--- src/rtl/div_unit_if.sv ---
// div_unit_if: request/response bundle between the execute stage and the divide unit.
interface div_unit_if #(
   parameter int DATA_WIDTH = 32
);
   logic                  start_i;
   logic [1:0]            op_i;
   logic [DATA_WIDTH-1:0] dividend_i;
   logic [DATA_WIDTH-1:0] divisor_i;
   logic [4:0]            reg_waddr_i;
   logic                  flush_i;
   logic                  busy_o;
   logic                  ready_o;
   logic [DATA_WIDTH-1:0] result_o;
   logic [4:0]            reg_waddr_o;
   modport master (
      output start_i, op_i, dividend_i, divisor_i, reg_waddr_i, flush_i,
      input  busy_o, ready_o, result_o, reg_waddr_o
   );
   modport slave (
      input  start_i, op_i, dividend_i, divisor_i, reg_waddr_i, flush_i,
      output busy_o, ready_o, result_o, reg_waddr_o
   );
endinterface

--- src/rtl/div_unit.sv ---
// div_unit: multi-cycle radix-2 restoring divider for DIV/DIVU/REM/REMU.
// busy_o holds the pipeline while dividing; one registered result pulse on ready_o.
module div_unit #(
   parameter int DATA_WIDTH = 32
) (
   input logic       clk,
   input logic       rst,
   div_unit_if.slave bus
);
   localparam int DW = DATA_WIDTH;
   localparam int CW = $clog2(DW);
   typedef enum logic [1:0] {IDLE, CALC, DONE} state_e;
   state_e          state_q, state_d;
   logic [DW-1:0]   rem_q, rem_d, quo_q, quo_d, dvsr_q, dvsr_d, result_q, result_d;
   logic [CW-1:0]   cnt_q, cnt_d;
   logic [1:0]      op_q, op_d;
   logic [4:0]      waddr_q, waddr_d, waddr_o_q, waddr_o_d;
   logic            neg_q, neg_d, sdiff_q, sdiff_d, spec_q, spec_d, ready_q, ready_d;
   logic            signed_op, a_neg, b_neg, div0, ovf, accept, last, borrow;
   logic [DW-1:0]   a_abs, b_abs, q_fix, r_fix, fixed;
   logic [DW:0]     shifted, diff;
   always_comb begin
      signed_op = ~bus.op_i[0];
      a_neg     = signed_op & bus.dividend_i[DW-1];
      b_neg     = signed_op & bus.divisor_i[DW-1];
      a_abs     = a_neg ? -bus.dividend_i : bus.dividend_i;
      b_abs     = b_neg ? -bus.divisor_i : bus.divisor_i;
      div0      = bus.divisor_i == '0;
      ovf       = signed_op & (bus.dividend_i == {1'b1, {(DW-1){1'b0}}}) & (&bus.divisor_i);
      accept    = (state_q == IDLE) & bus.start_i & ~bus.flush_i;
      last      = cnt_q == CW'(DW-1);
      // upper half widened by one bit so the borrow of the trial subtract is visible
      shifted   = {rem_q, quo_q[DW-1]};
      diff      = shifted - {1'b0, dvsr_q};
      borrow    = diff[DW];
      q_fix     = sdiff_q ? -quo_q : quo_q;
      r_fix     = neg_q ? -rem_q : rem_q;
      fixed     = spec_q ? quo_q : (op_q[1] ? r_fix : q_fix);
   end
   always_ff @(posedge clk or posedge rst) begin
      if (rst) state_q <= IDLE;
      else     state_q <= state_d;
   end
   always_comb begin
      state_d = state_q;
      unique case (state_q)
         IDLE:    state_d = accept ? ((div0 | ovf) ? DONE : CALC) : IDLE;
         CALC:    state_d = bus.flush_i ? IDLE : (last ? DONE : CALC);
         DONE:    state_d = IDLE;
         default: state_d = IDLE;
      endcase
   end
   always_comb begin
      bus.busy_o      = ~rst & (accept | (state_q == CALC));
      bus.ready_o     = ready_q;
      bus.result_o    = result_q;
      bus.reg_waddr_o = waddr_o_q;
   end
   always_comb begin
      rem_d     = rem_q;
      quo_d     = quo_q;
      dvsr_d    = dvsr_q;
      cnt_d     = cnt_q;
      op_d      = op_q;
      waddr_d   = waddr_q;
      neg_d     = neg_q;
      sdiff_d   = sdiff_q;
      spec_d    = spec_q;
      ready_d   = state_q == DONE;
      result_d  = (state_q == DONE) ? fixed : result_q;
      waddr_o_d = (state_q == DONE) ? waddr_q : waddr_o_q;
      if (accept) begin
         op_d    = bus.op_i;
         waddr_d = bus.reg_waddr_i;
         neg_d   = a_neg;
         sdiff_d = a_neg ^ b_neg;
         dvsr_d  = b_abs;
         rem_d   = '0;
         cnt_d   = '0;
         spec_d  = div0 | ovf;
         // special cases park their final answer in the quotient register
         quo_d   = div0 ? (bus.op_i[1] ? bus.dividend_i : '1) :
                   ovf  ? (bus.op_i[1] ? '0 : bus.dividend_i) : a_abs;
      end else if (state_q == CALC) begin
         rem_d = borrow ? shifted[DW-1:0] : diff[DW-1:0];
         quo_d = {quo_q[DW-2:0], ~borrow};
         cnt_d = cnt_q + 1'b1;
      end
   end
   always_ff @(posedge clk or posedge rst) begin
      if (rst) begin
         rem_q     <= '0;
         quo_q     <= '0;
         dvsr_q    <= '0;
         cnt_q     <= '0;
         op_q      <= '0;
         waddr_q   <= '0;
         neg_q     <= 1'b0;
         sdiff_q   <= 1'b0;
         spec_q    <= 1'b0;
         ready_q   <= 1'b0;
         result_q  <= '0;
         waddr_o_q <= '0;
      end else begin
         rem_q     <= rem_d;
         quo_q     <= quo_d;
         dvsr_q    <= dvsr_d;
         cnt_q     <= cnt_d;
         op_q      <= op_d;
         waddr_q   <= waddr_d;
         neg_q     <= neg_d;
         sdiff_q   <= sdiff_d;
         spec_q    <= spec_d;
         ready_q   <= ready_d;
         result_q  <= result_d;
         waddr_o_q <= waddr_o_d;
      end
   end
endmodule

--- src/flat_wrapper.sv ---
// flat-port wrapper written by rule: the top's interface ports become plain ports
module div_unit_flat 
#(
   parameter int DATA_WIDTH = 32
)
  (clk, rst, bus_start_i, bus_op_i, bus_dividend_i, bus_divisor_i, bus_reg_waddr_i, bus_flush_i, bus_busy_o, bus_ready_o, bus_result_o, bus_reg_waddr_o);
  div_unit_if #(.DATA_WIDTH(DATA_WIDTH)) bus_i ();
  input logic clk;
  input logic rst;
  input wire logic [$bits(bus_i.start_i)-1:0] bus_start_i;
  input wire logic [$bits(bus_i.op_i)-1:0] bus_op_i;
  input wire logic [$bits(bus_i.dividend_i)-1:0] bus_dividend_i;
  input wire logic [$bits(bus_i.divisor_i)-1:0] bus_divisor_i;
  input wire logic [$bits(bus_i.reg_waddr_i)-1:0] bus_reg_waddr_i;
  input wire logic [$bits(bus_i.flush_i)-1:0] bus_flush_i;
  output wire logic [$bits(bus_i.busy_o)-1:0] bus_busy_o;
  output wire logic [$bits(bus_i.ready_o)-1:0] bus_ready_o;
  output wire logic [$bits(bus_i.result_o)-1:0] bus_result_o;
  output wire logic [$bits(bus_i.reg_waddr_o)-1:0] bus_reg_waddr_o;
  assign bus_i.start_i = bus_start_i;
  assign bus_i.op_i = bus_op_i;
  assign bus_i.dividend_i = bus_dividend_i;
  assign bus_i.divisor_i = bus_divisor_i;
  assign bus_i.reg_waddr_i = bus_reg_waddr_i;
  assign bus_i.flush_i = bus_flush_i;
  assign bus_busy_o = bus_i.busy_o;
  assign bus_ready_o = bus_i.ready_o;
  assign bus_result_o = bus_i.result_o;
  assign bus_reg_waddr_o = bus_i.reg_waddr_o;
  div_unit #(.DATA_WIDTH(DATA_WIDTH)) u_core (.clk(clk), .rst(rst), .bus(bus_i));
endmodule
--- config.mk ---
export PLATFORM = sky130hd
export DESIGN_NAME = div_unit_flat
export DESIGN_NICKNAME = d
export VERILOG_FILES = /design/src/rtl/div_unit_if.sv /design/src/rtl/div_unit.sv /design/src/flat_wrapper.sv
export SDC_FILE = /design/constraint.sdc
export NUM_CORES = 1
export LEC_CHECK = 0
export CAP_MARGIN = 40
export CELL_PAD_IN_SITES_DETAIL_PLACEMENT = 1
export CELL_PAD_IN_SITES_GLOBAL_PLACEMENT = 1
export CORE_MARGIN = 2
export CORE_UTILIZATION = 45
export DETAILED_ROUTE_END_ITERATION = 10
export PLACE_DENSITY_LB_ADDON = 0.2
export SETUP_SLACK_MARGIN = 0.5
export SLEW_MARGIN = 30
export SYNTH_ARGS = -nofsm -noshare
export SYNTH_HDL_FRONTEND = slang
export SYNTH_SLANG_ARGS = --single-unit
--- constraint.sdc ---
create_clock -name clk -period 8.3 [get_ports clk]
set_input_delay 1.66 -clock clk [delete_from_list [all_inputs] [get_ports clk]]
set_output_delay 1.66 -clock clk [all_outputs]
set_load 0.01 [all_outputs]
==> impl_metrics.ini <==
[synth]
synth-edff-count = 0
synth.avg_cell_area_um2 = 7.811
ys_async_sr_fraction_pct = 100.0
yosysUniqueCellTypes = 66
syn_area_mm2 = 0.01154
syn_nets = 1592
yosysSeqAreaShare_pct = 32.53
ys_seq_elements = 150
ys.flop_type = dfrtp_1
yosys_warnings = 0
synthCells = 1477

[cts]
post_cts_buffers = 0
clock_latency_ns = 0.44
cts_tree = done
cts-resized-gates = 0
hold_buffers = 0
clockBufferDepth = 2
clock_sinks = 150
clkTransAtPathRegs_ns = 0.08
h-tree-depth = 4
numCtsBuffers = 17
root_buffer = clkbuf_16

[placement]
dpl.hpwl_um = 29860
port_buffers = 113
gp_congestion = 0.8844
dp.cells = 1843
dpl_worst_slack_ns = 2.289

[route]
first_pass_iters = 5
vias = 11770
wirelength_um = 41070
wl_per_cell_um = 21.86
final_antenna_net_count = 0
vias_per_cell = 6.265
drc = 0
drt_iter0_drc = 1169

[power]
p_seq_share_pct = 30.3
combinationalPowerShare_pct = 49.2
p_int_mw = 2.135
pwr-share-clk_pct = 20.4
leakagePower_nw = 5.637
p_sw_mw = 1.838
powerDensity_mw_per_mm2 = 293.5
swShare_pct = 46.27
vdd.ir_drop.worst_uv = 185.9

[critical_path]
crit_type = input pin to primary output
reg2reg_to = u_core.quo_q[0]$_DFFE_PP0N_
critPathLaunchType = input pin
required_ns = 6.64
critPathMaxFanout = 4
arrival_ns = 3.61
r2r_slack_ns = 4.06
cp-end-kind = primary output
endpoint = bus_busy_o
reg2regPathDepth = 13
r2r_start = u_core.quo_q[31]$_DFFE_PP0N_
cp-startpoint = bus_flush_i

[sta]
fin_crit_ns = 5.267
tns_ns = 0
report.final.slew_viol_count = 0
finalWorstSetupSlack_ns = 3.033
setup_violations = 0
fmax_mhz = 189.9
hold_viol = 0
worst_slew_pin_slew_ns = 0.7886
skew_ns = 0.01396
fin_crit_sh_pct = 63.45
timing.slew.headroom_pct = 47.43
rsz0062_at_grt = false

[cells_and_area]
fin_nets = 1651
fillers = 3048
final_cells = 1879
drive_above_1_share_pct = 5.358
antenna-diode-count = 0
area_growth_pct = 17.35
fin_util_pct = 53.77

[die]
ios = 114
die_area_mm2 = 0.02694
die-height_um = 164.1
core-area_mm2 = 0.02518
die_x_um = 164.1
initial_core_util_pct = 45.82
num_rows = 58

[worst_hold_path]
hold_class = flip-flop to flip-flop
hold_depth = 2

[global_routing]
grt_overflow = 0
grt_pass1_wl_um = 64900
grt_pass1_vias = 11580
gr-usage-all-layers_pct = 30.97
grt_max_degree = 80
antenna_found_initial = 0

[run]
maxCapViolations = 0

[run_status]
status = completed
==> worst max-delay path: stages <==
cell and delay, ns:
clkdlybuf4s50_1 0.51, nor4b_2 0.57, nor2_1 0.21, nor2_1 0.12, clkdlybuf4s50_1 0.54
==> how the worst min path moves through the flow <==
stage                                             to                           from  slack (ns)
2_1_floorplan  u_core.bus.reg_waddr_o[0]$_DFFE_PP0P_  u_core.waddr_q[0]$_DFFE_PP0P_        0.44
3_3_place_gp   u_core.bus.reg_waddr_o[2]$_DFFE_PP0P_  u_core.waddr_q[2]$_DFFE_PP0P_        0.45
3_5_place_dp   u_core.bus.reg_waddr_o[4]$_DFFE_PP0P_  u_core.waddr_q[4]$_DFFE_PP0P_        0.46
4_1_cts        u_core.bus.reg_waddr_o[4]$_DFFE_PP0P_  u_core.waddr_q[4]$_DFFE_PP0P_        0.48
5_1_grt        u_core.bus.reg_waddr_o[2]$_DFFE_PP0P_  u_core.waddr_q[2]$_DFFE_PP0P_        0.51
6_report       u_core.bus.reg_waddr_o[1]$_DFFE_PP0P_  u_core.waddr_q[1]$_DFFE_PP0P_        0.48
==> power by group through the flow <==
stage	logic [mW]	clock network, mW	registers, mW
finish	1.96	0.812	1.20
global route	2.16	0.846	1.22
CTS	1.94	0.822	1.19
detailed placement	1.91	0	1.20
global placement	1.83	0	1.19
floorplan	1.44	0	1.06
==> layer usage <==
metal / part of all wire, % / vias to the layer above / GRT usage (%)
li1: - / 5473 / -
met1: 46 / 5870 / 44.17
met2: 46 / 382 / 48.93
met3: 6.3 / 47 / 5.303
met4: 1.6 / 0 / 7.297
met5: 0 / - / 0
==> cells in the final DEF (no fill, tap or decap), drive strengths merged, types with 15 or more instances in the layout <==
master	count
nand3	42
nor2	104
dfrtp	150
o221ai	18
mux2i	40
clkbuf	19
inv	84
a31oi	25
buf	18
xnor2	60
o31ai	26
o22ai	15
nand2b	16
nor3	36
or3	15
xor2	33
nand4	17
or4	22
nand2	179
clkdlybuf4s50	113
a21oi	131
o21ai	164
ha	39
nor2b	15
==> metrics by stage <==
| step | hold slack, ns | area, um^2 | power (mW) |
|---|---|---|---|
| 4_1_cts | 0.4846 | 13510 | 3.949 |
| 3_3_place_gp | 0.4478 | 12850 | 3.027 |
| 5_1_grt | 0.5076 | 13540 | 4.224 |
| 3_5_place_dp | 0.4621 | 12900 | 3.106 |
| 2_1_floorplan | 0.4386 | 11540 | 2.498 |
| 6_report | 0.4808 | 13540 | 3.973 |
==> cells in the mapped netlist, drive strengths merged (33+ instances only) <==
master  number  area (um^2)
xor2        33        289.0
nor2       104        390.4
nor3        36        180.2
clkbuf      79        306.5
inv         75        281.5
nand3       42        210.2
dfrtp      150         3754
xnor2       60        525.5
ha          39        488.0
o21ai      164        820.8
nand2      179        671.9
mux2i       40        400.4
a21oi      131        659.4
==> logic make-up after synthesis <==
group | synth area share (%)
buf+inv | 5.596
compound gates | 25.89
flops | 32.53
simple gates | 20.82
fa+ha+maj | 4.403
xor+xnor | 7.060
mux | 3.698
==> flip-flops by register name, indices dropped and copies added, names as in the netlist <==
name,flops
u_core.spec_q,1
u_core.neg_q,1
u_core.waddr_q,5
u_core.bus.ready_o,1
u_core.cnt_q,5
u_core.sdiff_q,1
u_core.bus.reg_waddr_o,5
u_core.rem_q,32
u_core.bus.result_o,32
u_core.op_q,1
u_core.state_q,2
u_core.quo_q,32
u_core.dvsr_q,32
==> final cells by class <==
type                    instances  area [um^2]  area share, %
clock inverters                15        178.9          1.322
clock buffers                  17        425.4          3.142
inverters                      75        286.5          2.116
flip-flops and latches        150         3754          27.72
well taps                     330        412.9          3.050
repair buffers                133         1315          9.713
multi-input cells            1159         7167          52.93
Power figures use the tool's default switching activity.
